[src/rtl/pc_fetch_ctrl_pkg.sv]
// Shared definitions for the fetch sequencer: default widths, FSM state
// encodings, redirect-source selector and the alignment helper.
package pc_fetch_ctrl_pkg;

    localparam int PC_W_DEF    = 10;
    localparam int INSTR_W_DEF = 32;

    localparam logic [1:0] ST_IDLE = 2'd0;
    localparam logic [1:0] ST_REQ  = 2'd1;
    localparam logic [1:0] ST_HOLD = 2'd2;

    typedef enum logic [1:0] {
        SEL_SEQ    = 2'd0,
        SEL_BRANCH = 2'd1,
        SEL_JUMP   = 2'd2,
        SEL_FLUSH  = 2'd3
    } redir_sel_e;

    function automatic logic is_misaligned(input logic [1:0] lsb);
        return lsb != 2'b00;
    endfunction

endpackage

[src/rtl/pc_fetch_ctrl_next_pc_sel.sv]
// Next-PC priority mux (flush > jump > branch > sequential) with alignment
// check. Redirect targets are forced word-aligned; the sequential PC is not.
module pc_fetch_ctrl_next_pc_sel
    import pc_fetch_ctrl_pkg::*;
#(
    parameter int PC_W = PC_W_DEF
) (
    input  logic [PC_W-1:0] siguiente,
    input  logic            branch_taken,
    input  logic [PC_W-1:0] branch_target,
    input  logic            jump,
    input  logic [PC_W-1:0] jump_target,
    input  logic            flush,
    input  logic [PC_W-1:0] flush_target,
    output logic [PC_W-1:0] next_pc,
    output logic            misalign
);

    redir_sel_e      sel;
    logic [PC_W-1:0] raw_pc;

    always_comb begin
        sel = SEL_SEQ;
        if (flush) begin
            sel = SEL_FLUSH;
        end else if (jump) begin
            sel = SEL_JUMP;
        end else if (branch_taken) begin
            sel = SEL_BRANCH;
        end
    end

    always_comb begin
        raw_pc = siguiente;
        case (sel)
            SEL_FLUSH:  raw_pc = flush_target;
            SEL_JUMP:   raw_pc = jump_target;
            SEL_BRANCH: raw_pc = branch_target;
            default:    raw_pc = siguiente;
        endcase
    end

    // siguiente comes from add_pc4 and is trusted as-is, including its wrap.
    assign misalign = (sel != SEL_SEQ) && is_misaligned(raw_pc[1:0]);
    assign next_pc  = (sel == SEL_SEQ) ? raw_pc : {raw_pc[PC_W-1:2], 2'b00};

endmodule

[src/rtl/pc_fetch_ctrl.sv]
// Program counter and instruction-fetch sequencer: IDLE/REQ/HOLD FSM with a
// req/ack memory handshake, timeout, and flush/jump/branch redirects.
module pc_fetch_ctrl
    import pc_fetch_ctrl_pkg::*;
#(
    parameter int PC_W     = PC_W_DEF,
    parameter int INSTR_W  = INSTR_W_DEF,
    parameter int RESET_PC = 0,
    parameter int MAX_WAIT = 15
) (
    input  logic               clk,
    input  logic               rst,
    input  logic [PC_W-1:0]    siguiente,
    input  logic               branch_taken,
    input  logic [PC_W-1:0]    branch_target,
    input  logic               jump,
    input  logic [PC_W-1:0]    jump_target,
    input  logic               flush,
    input  logic [PC_W-1:0]    flush_target,
    input  logic               stall,
    input  logic               imem_ack,
    input  logic [INSTR_W-1:0] instr_in,
    output logic [PC_W-1:0]    pc_out,
    output logic               imem_req,
    output logic [INSTR_W-1:0] instr_out,
    output logic               instr_valid,
    output logic               fetch_err
);

    localparam int CNT_W = $clog2(MAX_WAIT);
    localparam logic [CNT_W-1:0] WAIT_LAST = CNT_W'(MAX_WAIT - 1);

    logic [1:0]         state_q, state_d;
    logic [PC_W-1:0]    pc_q, pc_d;
    logic [INSTR_W-1:0] instr_q, instr_d;
    logic               valid_q, valid_d;
    logic               err_q, err_d;
    logic               req_q, req_d;
    logic [CNT_W-1:0]   wait_q, wait_d;

    logic [PC_W-1:0]    sel_pc;
    logic               sel_misalign;

    pc_fetch_ctrl_next_pc_sel #(
        .PC_W(PC_W)
    ) u_next_pc_sel (
        .siguiente    (siguiente),
        .branch_taken (branch_taken),
        .branch_target(branch_target),
        .jump         (jump),
        .jump_target  (jump_target),
        .flush        (flush),
        .flush_target (flush_target),
        .next_pc      (sel_pc),
        .misalign     (sel_misalign)
    );

    always_comb begin
        state_d = state_q;
        pc_d    = pc_q;
        instr_d = instr_q;
        valid_d = valid_q;
        err_d   = 1'b0;
        wait_d  = wait_q;

        if (flush) begin
            // Flush wins over stall and over a same-cycle ack (word dropped).
            pc_d    = sel_pc;
            err_d   = sel_misalign;
            valid_d = 1'b0;
            wait_d  = '0;
            state_d = ST_REQ;
        end else begin
            case (state_q)
                ST_IDLE: begin
                    wait_d  = '0;
                    state_d = ST_REQ;
                end
                ST_REQ: begin
                    if (imem_ack) begin
                        instr_d = instr_in;
                        valid_d = 1'b1;
                        wait_d  = '0;
                        state_d = ST_HOLD;
                    end else if (wait_q == WAIT_LAST) begin
                        // Give up; IDLE re-requests the same PC next cycle.
                        err_d   = 1'b1;
                        wait_d  = '0;
                        state_d = ST_IDLE;
                    end else begin
                        wait_d = wait_q + CNT_W'(1);
                    end
                end
                ST_HOLD: begin
                    if (!stall) begin
                        pc_d    = sel_pc;
                        err_d   = sel_misalign;
                        valid_d = 1'b0;
                        wait_d  = '0;
                        state_d = ST_REQ;
                    end
                end
                default: begin
                    valid_d = 1'b0;
                    wait_d  = '0;
                    state_d = ST_IDLE;
                end
            endcase
        end

        req_d = (state_d == ST_REQ);
    end

    always_ff @(posedge clk or negedge rst) begin
        if (!rst) begin
            state_q <= ST_IDLE;
            pc_q    <= PC_W'(RESET_PC);
            instr_q <= '0;
            valid_q <= 1'b0;
            err_q   <= 1'b0;
            req_q   <= 1'b0;
            wait_q  <= '0;
        end else begin
            state_q <= state_d;
            pc_q    <= pc_d;
            instr_q <= instr_d;
            valid_q <= valid_d;
            err_q   <= err_d;
            req_q   <= req_d;
            wait_q  <= wait_d;
        end
    end

    assign pc_out      = pc_q;
    assign imem_req    = req_q;
    assign instr_out   = instr_q;
    assign instr_valid = valid_q;
    assign fetch_err   = err_q;

endmodule
[config.mk]
export PLATFORM = sky130hd
export DESIGN_NAME = pc_fetch_ctrl
export DESIGN_NICKNAME = d
export VERILOG_FILES = /design/src/rtl/pc_fetch_ctrl_pkg.sv /design/src/rtl/pc_fetch_ctrl_next_pc_sel.sv /design/src/rtl/pc_fetch_ctrl.sv
export SDC_FILE = /design/constraint.sdc
export NUM_CORES = 1
export LEC_CHECK = 0
export CORE_AREA = 2 2 90 92
export CTS_BUF_LIST = sky130_fd_sc_hd__clkbuf_16
export CTS_CLUSTER_SIZE = 8
export DETAILED_ROUTE_END_ITERATION = 10
export DIE_AREA = 0 0 92 94
export GPL_ROUTABILITY_DRIVEN = 0
export GPL_TIMING_DRIVEN = 0
export PLACE_DENSITY = 0.72
export SETUP_SLACK_MARGIN = 0.15
export SYNTH_ARGS = -nofsm -noshare
export SYNTH_HDL_FRONTEND = slang
export SYNTH_SLANG_ARGS = --single-unit
[constraint.sdc]
create_clock -name clk -period 4.78 [get_ports clk]
set_clock_uncertainty 0.1 [all_clocks]
set_input_delay 0.717 -clock clk [delete_from_list [all_inputs] [get_ports clk]]
set_output_delay 0.717 -clock clk [all_outputs]
set_load 0.02 [all_outputs]
==> results of run 1 <==
placed cells by master (no fill, tap or decap):
| cell | n |
|---|---|
| sky130_fd_sc_hd__o21bai_1 | 1 |
| sky130_fd_sc_hd__nor3b_1 | 2 |
| sky130_fd_sc_hd__ha_1 | 6 |
| sky130_fd_sc_hd__nor2_1 | 18 |
| sky130_fd_sc_hd__o31ai_1 | 4 |
| sky130_fd_sc_hd__nand3b_1 | 3 |
| sky130_fd_sc_hd__buf_2 | 8 |
| sky130_fd_sc_hd__a221oi_1 | 8 |
| sky130_fd_sc_hd__a22o_1 | 2 |
| sky130_fd_sc_hd__nor4_1 | 2 |
| sky130_fd_sc_hd__nor4b_1 | 1 |
| sky130_fd_sc_hd__mux2_2 | 32 |
| sky130_fd_sc_hd__nand3_1 | 3 |
| sky130_fd_sc_hd__buf_6 | 1 |
| sky130_fd_sc_hd__and2_1 | 1 |
| sky130_fd_sc_hd__clkinv_2 | 1 |
| sky130_fd_sc_hd__buf_12 | 2 |
| sky130_fd_sc_hd__dfrtp_1 | 51 |
| sky130_fd_sc_hd__nand2_1 | 12 |
| sky130_fd_sc_hd__a2bb2oi_1 | 1 |
| sky130_fd_sc_hd__clkbuf_16 | 5 |
| sky130_fd_sc_hd__nand2b_1 | 4 |
| sky130_fd_sc_hd__buf_1 | 1 |
| sky130_fd_sc_hd__clkbuf_1 | 1 |
| sky130_fd_sc_hd__or3_1 | 3 |
| sky130_fd_sc_hd__a21o_1 | 1 |
| sky130_fd_sc_hd__or2_2 | 1 |
| sky130_fd_sc_hd__a21oi_1 | 18 |
| sky130_fd_sc_hd__a31o_2 | 1 |
| sky130_fd_sc_hd__and2b_1 | 1 |
| sky130_fd_sc_hd__buf_4 | 1 |
| sky130_fd_sc_hd__o31ai_2 | 2 |
| sky130_fd_sc_hd__nor2b_1 | 2 |
| sky130_fd_sc_hd__clkdlybuf4s50_1 | 122 |
| sky130_fd_sc_hd__o21ai_0 | 3 |
| sky130_fd_sc_hd__nor3_1 | 4 |
| sky130_fd_sc_hd__inv_1 | 11 |
worst reg2reg max path, delay by kind of cell, from the launching register on:
kind	cells	cell delay, ps
fa+ha+maj	1	280
buf+inv	1	310
flops	1	420
mux	1	380
simple gates	1	250
layout make-up:
class	count	area, um^2
sequential	51	1280
multi-input combinational	136	998
clock inverter	3	12.5
clock buffer	5	125
fill	710	3710
tap	102	128
buffer	12	81.3
inverter	9	33.8
timing repair buffer	124	1250
flip-flops by register name, indices dropped and copies added (netlist names):
| signal | cells |
|---|---|
| fetch_err | 1 |
| imem_req | 1 |
| instr_out | 32 |
| instr_valid | 1 |
| pc_out | 10 |
| state_q | 2 |
| wait_q | 4 |
per-stage QoR:
step                instances  area, um^2  setup WS [ps]
finish                    442        3900           2600
floorplan                 208        2390           3120
global route              442        3900           2520
CTS                       442        3900           2560
detailed placement        434        3760           2270
global placement          433        3750           1330
kinds of logic (layout without fill, tap and decap cells):
kind of cell             after synthesis  in the layout  synth area share
buffers and inverters                 21            153            0.0482
AND/OR/NAND/NOR                       57             57             0.118
multiplexers                          32             32             0.151
AO/OA/AOI/OAI                         41             41             0.117
adder cells (fa/ha/maj)                6              6            0.0314
flip-flops                            51             51             0.534
report_power, final:
part	leakage [nW]	internal, mW	switching, mW
combinational	0.949	0.362	0.290
clock	0.0762	0.189	0.145
sequential	0.616	0.549	0.0589
total	1.64	1.10	0.494
routing by layer:
| metal | GRT usage | vias up | share of wire | wire length, um |
|---|---|---|---|---|
| met5 | 0 | - | 0 | 0 |
| met1 | 0.168 | 965 | 0.41 | 2440 |
| met2 | 0.248 | 66 | 0.52 | 3110 |
| li1 | - | 998 | - | - |
| met3 | 0.0393 | 2 | 0.072 | 434 |
| met4 | 0.0299 | 0 | 0.0027 | 16 |
worst max-delay path by stage:
| stage | depth (start not counted) | endpoint | startpoint | slack [ps] |
|---|---|---|---|---|
| 2_1_floorplan | 3 | instr_out[0]$_DFFE_PN0P_ | flush | 3120 |
| 3_3_place_gp | 1 | instr_out[12]$_DFFE_PN0P_ | rst | 1330 |
| 3_5_place_dp | 4 | instr_out[18]$_DFFE_PN0P_ | flush | 2270 |
| 4_1_cts | 4 | instr_out[18]$_DFFE_PN0P_ | flush | 2560 |
| 5_1_grt | 6 | pc_out[9]$_DFFE_PN0P_ | flush | 2520 |
| 6_report | 4 | instr_out[18]$_DFFE_PN0P_ | flush | 2600 |
==> run_summary.xml, run 1 <==
<?xml version="1.0" encoding="UTF-8"?>
<metrics>
  <group name="yosys">
    <metric name="synth.most_common_cell" unit="">sky130_fd_sc_hd__dfrtp_1</metric>
    <metric name="synth.distinct_cells" unit="">34</metric>
    <metric name="synth.top_cell.area_share" unit="">0.534</metric>
    <metric name="synthesis.area" unit="mm^2">0.00239</metric>
    <metric name="postSynthRegisterBits" unit="">51</metric>
    <metric name="number_of_enable_type_register_cells_in_the_synthesized_netlist" unit="">0</metric>
    <metric name="synth_top_flop_cell" unit="">sky130_fd_sc_hd__dfrtp_1</metric>
    <metric name="syn_nets" unit="">293</metric>
    <metric name="synth_common_cells" unit="">51 x sky130_fd_sc_hd__dfrtp_1, 32 x sky130_fd_sc_hd__mux2_2, 18 x sky130_fd_sc_hd__a21oi_1, 18 x sky130_fd_sc_hd__nor2_1, 12 x sky130_fd_sc_hd__nand2_1</metric>
    <metric name="synthDominantAreaCellType" unit="">sky130_fd_sc_hd__dfrtp_1</metric>
    <metric name="synth-seq-area-share" unit="">0.534</metric>
    <metric name="syn_avg_cell_area" unit="um^2">11.5</metric>
    <metric name="synthArstFlopShare" unit="">1.00</metric>
    <metric name="synthTopCellsByArea" unit="">sky130_fd_sc_hd__dfrtp_1 53%, sky130_fd_sc_hd__mux2_2 15%, sky130_fd_sc_hd__a21oi_1 3.8%</metric>
    <metric name="ys_warn_count" unit="">0</metric>
    <metric name="synthesis.instances" unit="">208</metric>
  </group>
  <group name="setup_path">
    <metric name="cp_slowest_cell" unit="">sky130_fd_sc_hd__clkdlybuf4s50_1</metric>
    <metric name="timing.critical_path.required" unit="ps">4840</metric>
    <metric name="worst-path-buf-inv" unit="">2</metric>
    <metric name="criticalPathCategory" unit="">primary input to register</metric>
    <metric name="critPathMaxFanout" unit="">10</metric>
    <metric name="r2r_slack" unit="ps">2920</metric>
    <metric name="worstReg2RegStart" unit="">state_q[0]$_DFF_PN0_</metric>
    <metric name="worst_ep_arrival_time" unit="ps">2240</metric>
    <metric name="worstPathCellList" unit="">clkdlybuf4s50_1, nand3b_1, buf_2, mux2_2</metric>
    <metric name="critical_path.max_stage_delay" unit="ps">560</metric>
    <metric name="timing.reg2reg.worst_path_depth" unit="">4</metric>
    <metric name="nature_of_the_critical_path_endpoint" unit="">register</metric>
    <metric name="setup.worst_path.start_class" unit="">primary input</metric>
    <metric name="rr_endpoint" unit="">instr_out[18]$_DFFE_PN0P_</metric>
    <metric name="critPathTopFamily" unit="">buffers and inverters</metric>
  </group>
  <group name="cells_and_area">
    <metric name="final_net_count" unit="">424</metric>
    <metric name="post_route_cells_drive_above_1_share" unit="">0.159</metric>
    <metric name="n_antenna_cell" unit="">0</metric>
    <metric name="final_design_utilization" unit="">0.513</metric>
    <metric name="syn2layout_area_growth" unit="%">63.2</metric>
  </group>
  <group name="global_route">
    <metric name="grt_antenna_before_repair" unit="">0</metric>
    <metric name="global_route.overflow_total" unit="">0</metric>
    <metric name="first_global_vias" unit="">2033</metric>
    <metric name="wire_length_of_the_first_global_routing_pass" unit="um">9740</metric>
    <metric name="grtUsageTotal" unit="">0.139</metric>
    <metric name="grt_max_degree" unit="">28</metric>
  </group>
  <group name="route">
    <metric name="route.vias.total" unit="">2031</metric>
    <metric name="drt_drc_violations_left" unit="">0</metric>
    <metric name="number_of_routed_nets_with_antenna_violations" unit="">0</metric>
    <metric name="drt_iter0_drc" unit="">38</metric>
    <metric name="dr.pass1.iters" unit="">4</metric>
    <metric name="drt_wl_total" unit="um">6000</metric>
    <metric name="vias_per_cell" unit="">4.60</metric>
    <metric name="routed_wire_length_per_instance" unit="um">13.6</metric>
  </group>
  <group name="place">
    <metric name="port_buffers" unit="">123</metric>
    <metric name="detailed_place_hpwl" unit="um">4840</metric>
  </group>
  <group name="timing">
    <metric name="pins_over_their_slew_limit" unit="">0</metric>
    <metric name="slew-limit-headroom" unit="">0.575</metric>
    <metric name="worst_pin_slew" unit="ps">637</metric>
    <metric name="grt_setup_unrepaired" unit="">no</metric>
    <metric name="min_period" unit="ps">2180</metric>
    <metric name="post-route-period-util" unit="">0.456</metric>
    <metric name="hold_violations" unit="">0</metric>
    <metric name="report.final.setup_viol" unit="">0</metric>
    <metric name="timing.fmax" unit="MHz">458</metric>
    <metric name="totalNegativeSetupSlack" unit="ps">0</metric>
    <metric name="fin_hold_ws" unit="ps">349</metric>
  </group>
  <group name="pwr">
    <metric name="cellPowerDensity" unit="mW/mm^2">409</metric>
    <metric name="vdd_ir_drop_max" unit="mV">0.133</metric>
    <metric name="leakagePower" unit="nW">1.64</metric>
    <metric name="totalPowerFinal" unit="mW">1.59</metric>
  </group>
  <group name="flow_run">
    <metric name="timing.max_cap.violations" unit="">0</metric>
  </group>
  <group name="floorplanning">
    <metric name="die_area" unit="mm^2">0.00865</metric>
    <metric name="dieWidth" unit="um">92</metric>
    <metric name="fp.dieH" unit="um">94</metric>
    <metric name="core" unit="mm^2">0.00761</metric>
    <metric name="num_io_pins" unit="">124</metric>
    <metric name="standard_cell_row_count" unit="">32</metric>
    <metric name="start_util" unit="">0.314</metric>
  </group>
  <group name="clock_tree">
    <metric name="clk_latency_worst_skew_pair" unit="ps">280</metric>
    <metric name="cts_tree" unit="">built</metric>
    <metric name="htree_levels" unit="">2</metric>
    <metric name="hold_buffers" unit="">0</metric>
    <metric name="clk_pin_slew_worst_paths" unit="ps">70</metric>
    <metric name="cts.repair_timing.setup_buffer_count" unit="">0</metric>
    <metric name="cts_resized" unit="">0</metric>
    <metric name="number_of_buffers_inserted_during_clock_tree_synthesis" unit="">5</metric>
    <metric name="clock_sink_count" unit="">51</metric>
    <metric name="cts_root_buf" unit="">sky130_fd_sc_hd__clkbuf_16</metric>
    <metric name="ctsLongestPathBuffers" unit="">2</metric>
  </group>
  <group name="hold_path">
    <metric name="hp-class" unit="">primary input to async pin</metric>
  </group>
  <group name="outcome">
    <metric name="status" unit="">finished clean</metric>
  </group>
</metrics>
(Power assumes the default switching activity.)
==> run 2, diff against run 1 <==
--- a/config.mk
+++ b/config.mk
@@ -12,7 +12,7 @@
 export DIE_AREA = 0 0 92 94
 export GPL_ROUTABILITY_DRIVEN = 0
 export GPL_TIMING_DRIVEN = 0
-export PLACE_DENSITY = 0.72
+export PLACE_DENSITY = 0.74
 export SETUP_SLACK_MARGIN = 0.15
 export SYNTH_ARGS = -nofsm -noshare
 export SYNTH_HDL_FRONTEND = slang
==> constraint.sdc (replaced) <==
create_clock -name clk -period 1.85 [get_ports clk]
set_clock_uncertainty 0.1 [all_clocks]
set_input_delay 0.2775 -clock clk [delete_from_list [all_inputs] [get_ports clk]]
set_output_delay 0.2775 -clock clk [all_outputs]
set_load 0.02 [all_outputs]
==> run_summary.xml, run 2 (synthesis results as in run 1) <==
<?xml version="1.0" encoding="UTF-8"?>
<metrics>
  <group name="global_route">
    <metric name="grt_antenna_before_repair" unit="">0</metric>
    <metric name="wire_length_of_the_first_global_routing_pass" unit="um">10200</metric>
    <metric name="global_route.overflow_total" unit="">0</metric>
    <metric name="grtUsageTotal" unit="">0.145</metric>
    <metric name="first_global_vias" unit="">2240</metric>
    <metric name="grt_max_degree" unit="">28</metric>
  </group>
  <group name="pwr">
    <metric name="power.sequential.fraction" unit="">0.376</metric>
    <metric name="cellPowerDensity" unit="mW/mm^2">1040</metric>
    <metric name="comb_power_share" unit="">0.415</metric>
    <metric name="pwr-share-clk" unit="">0.209</metric>
    <metric name="leakagePower" unit="nW">1.68</metric>
    <metric name="totalPowerFinal" unit="mW">4.19</metric>
    <metric name="p_int" unit="mW">2.89</metric>
    <metric name="sw_frac_of_total" unit="">0.311</metric>
    <metric name="netSwitchingPower" unit="mW">1.30</metric>
    <metric name="vdd_ir_drop_max" unit="mV">0.483</metric>
  </group>
  <group name="clock_tree">
    <metric name="ctsLongestPathBuffers" unit="">2</metric>
    <metric name="cts_tree" unit="">built</metric>
    <metric name="cts_root_buf" unit="">sky130_fd_sc_hd__clkbuf_16</metric>
    <metric name="number_of_buffers_inserted_during_clock_tree_synthesis" unit="">5</metric>
    <metric name="htree_levels" unit="">2</metric>
    <metric name="clk_pin_slew_worst_paths" unit="ps">60</metric>
    <metric name="clock_sink_count" unit="">51</metric>
    <metric name="clk_latency_worst_skew_pair" unit="ps">280</metric>
  </group>
  <group name="cells_and_area">
    <metric name="combined_area_of_the_multi_input_logic_cells" unit="mm^2">0.00104</metric>
    <metric name="post_route_cells_drive_above_1_share" unit="">0.197</metric>
    <metric name="n_antenna_cell" unit="">0</metric>
    <metric name="mostFrequentLayoutCell" unit="">sky130_fd_sc_hd__clkdlybuf4s50_1</metric>
    <metric name="largest_reg_flops" unit="">32</metric>
    <metric name="final-seq-area" unit="mm^2">0.00128</metric>
    <metric name="final.fill_count" unit="">694</metric>
    <metric name="final_cells" unit="">447</metric>
    <metric name="final_design_utilization" unit="">0.528</metric>
    <metric name="syn2layout_area_growth" unit="%">68.2</metric>
    <metric name="layout.cells.most_common_list" unit="">122 x sky130_fd_sc_hd__clkdlybuf4s50_1, 50 x sky130_fd_sc_hd__dfrtp_1, 32 x sky130_fd_sc_hd__mux2_2, 18 x sky130_fd_sc_hd__nor2_1, 17 x sky130_fd_sc_hd__a21oi_1</metric>
    <metric name="final_net_count" unit="">429</metric>
  </group>
  <group name="setup_path">
    <metric name="worstSetupPathDepth" unit="">1</metric>
    <metric name="r2r_slack" unit="ps">210</metric>
    <metric name="cp-startpoint" unit="">pc_out[0]$_DFFE_PN0P_</metric>
    <metric name="rr_endpoint" unit="">instr_out[19]$_DFFE_PN0P_</metric>
    <metric name="cp_slowest_cell" unit="">sky130_fd_sc_hd__clkdlybuf4s50_1</metric>
    <metric name="setup.worst_path.start_class" unit="">register</metric>
    <metric name="worstPathCellList" unit="">clkdlybuf4s50_1</metric>
    <metric name="critical_path.endpoint" unit="">pc_out[0]</metric>
    <metric name="timing.reg2reg.worst_path_depth" unit="">5</metric>
    <metric name="nature_of_the_critical_path_endpoint" unit="">output pin</metric>
    <metric name="worst_ep_arrival_time" unit="ps">1280</metric>
    <metric name="worstReg2RegStart" unit="">state_q[0]$_DFF_PN0_</metric>
    <metric name="critPathTopFamily" unit="">buffers and inverters</metric>
    <metric name="critPathMaxFanout" unit="">2</metric>
    <metric name="timing.critical_path.required" unit="ps">1470</metric>
    <metric name="critical_path.max_stage_delay" unit="ps">630</metric>
    <metric name="criticalPathCategory" unit="">register to output pin</metric>
    <metric name="worst-path-buf-inv" unit="">1</metric>
  </group>
  <group name="timing">
    <metric name="timing.fmax" unit="MHz">602</metric>
    <metric name="fin_hold_ws" unit="ps">384</metric>
    <metric name="post-route-period-util" unit="">0.897</metric>
    <metric name="hold_violations" unit="">0</metric>
    <metric name="report.final.setup_viol" unit="">0</metric>
    <metric name="min_period" unit="ps">1660</metric>
    <metric name="worst_slack" unit="ps">190</metric>
    <metric name="slew-limit-headroom" unit="">0.550</metric>
    <metric name="grt_setup_unrepaired" unit="">yes</metric>
    <metric name="pins_over_their_slew_limit" unit="">0</metric>
    <metric name="worst_pin_slew" unit="ps">676</metric>
  </group>
  <group name="hold_path">
    <metric name="timing.hold.worst.start" unit="">pc_out[8]$_DFFE_PN0P_</metric>
    <metric name="hp-class" unit="">register to register</metric>
  </group>
  <group name="route">
    <metric name="drt_wl_total" unit="um">6130</metric>
    <metric name="vias_per_cell" unit="">4.68</metric>
    <metric name="number_of_routed_nets_with_antenna_violations" unit="">0</metric>
    <metric name="route.vias.total" unit="">2093</metric>
    <metric name="dr.pass1.iters" unit="">4</metric>
    <metric name="drt_drc_violations_left" unit="">0</metric>
    <metric name="drt_iter0_drc" unit="">25</metric>
    <metric name="routed_wire_length_per_instance" unit="um">13.7</metric>
  </group>
  <group name="flow_run">
    <metric name="timing.max_cap.violations" unit="">0</metric>
  </group>
  <group name="place">
    <metric name="detailed_place_hpwl" unit="um">4780</metric>
    <metric name="port_buffers" unit="">123</metric>
    <metric name="place_inst" unit="">434</metric>
    <metric name="pre_cts_ws" unit="ps">-215</metric>
  </group>
  <group name="floorplanning">
    <metric name="core" unit="mm^2">0.00761</metric>
    <metric name="die_area" unit="mm^2">0.00865</metric>
    <metric name="num_io_pins" unit="">124</metric>
    <metric name="dieWidth" unit="um">92</metric>
    <metric name="standard_cell_row_count" unit="">32</metric>
    <metric name="start_util" unit="">0.314</metric>
    <metric name="fp.dieH" unit="um">94</metric>
  </group>
  <group name="outcome">
    <metric name="status" unit="">finished clean</metric>
  </group>
</metrics>
-- run 2: changes by cell type in the layout (fill, tap and decap cells not counted), sizes merged --
cell,previous run,this run
clkbuf,6,9
dlygate4sd3,0,1
buf,13,14
inv,11,9
clkinv,1,2
clkinvlp,0,1
-- run 2: worst min path at each step --
stage                             to  slack (ps)  cells after the start
2_1_floorplan    fetch_err$_DFF_PN0_        -120                      0
3_3_place_gp   pc_out[8]$_DFFE_PN0P_         360                      2
3_5_place_dp     fetch_err$_DFF_PN0_         260                      1
4_1_cts        pc_out[8]$_DFFE_PN0P_         390                      2
5_1_grt        pc_out[5]$_DFFE_PN0P_         410                      2
6_report       pc_out[8]$_DFFE_PN0P_         380                      2
-- run 2: layout make-up --
type,instances,share of cell area
Buffer,12,0.0277
Clock buffer,5,0.0311
Clock inverter,3,0.00373
Inverter,9,0.00840
Multi-Input combinational cell,136,0.258
Sequential cell,51,0.318
Tap cell,102,0.0317
Timing Repair Buffer,129,0.322
-- run 2: what timing repair did --
action / CTS / global route
hold buffers: 1 / 0
pin swaps: 0 / 1
gates resized for setup: 7 / 17
setup endpoints to repair: 42 / 45
endpoints found under the hold margin: 26 / 0
setup buffers: 2 / 2
-- run 2: tightest hold or removal path, stage by stage (launching register included) --
cell,delay (ps)
sky130_fd_sc_hd__dfrtp_1,340
sky130_fd_sc_hd__nand2_1,50
sky130_fd_sc_hd__o31ai_1,60
-- run 2: routing by layer --
metal	up-vias	global-route usage	wire [um]
met2	73	0.273	3290
li1	1006	-	-
met4	0	0.0336	45
met5	-	0	0
met3	6	0.0361	415
met1	1008	0.165	2380
-- run 2: power by group through the flow --
stage          clock (mW)  combinational (mW)  sequential [mW]
3_5_place_dp            0                1.70             1.60
5_1_grt             0.955                1.85             1.62
4_1_cts             0.916                1.73             1.57
6_report            0.877                1.74             1.57
2_1_floorplan           0               0.446             1.95
3_3_place_gp            0                1.68             1.58
-- run 2: metrics by stage --
| step | area, um^2 | TNS [ps] |
|---|---|---|
| CTS | 3960 | 0 |
| detailed placement | 3770 | -6310 |
| global route | 4020 | 0 |
| finish | 4020 | 0 |
| global placement | 3750 | -64320 |
| floorplan | 2390 | 0 |
==> run 3, diff against run 2 <==
--- a/config.mk
+++ b/config.mk
@@ -5,6 +5,7 @@
 export SDC_FILE = /design/constraint.sdc
 export NUM_CORES = 1
 export LEC_CHECK = 0
+export ABC_AREA = 0
 export CORE_AREA = 2 2 90 92
 export CTS_BUF_LIST = sky130_fd_sc_hd__clkbuf_16
 export CTS_CLUSTER_SIZE = 8
==> results of run 3 <==
The final DEF is identical to that of run 2; final timing and power are the same.
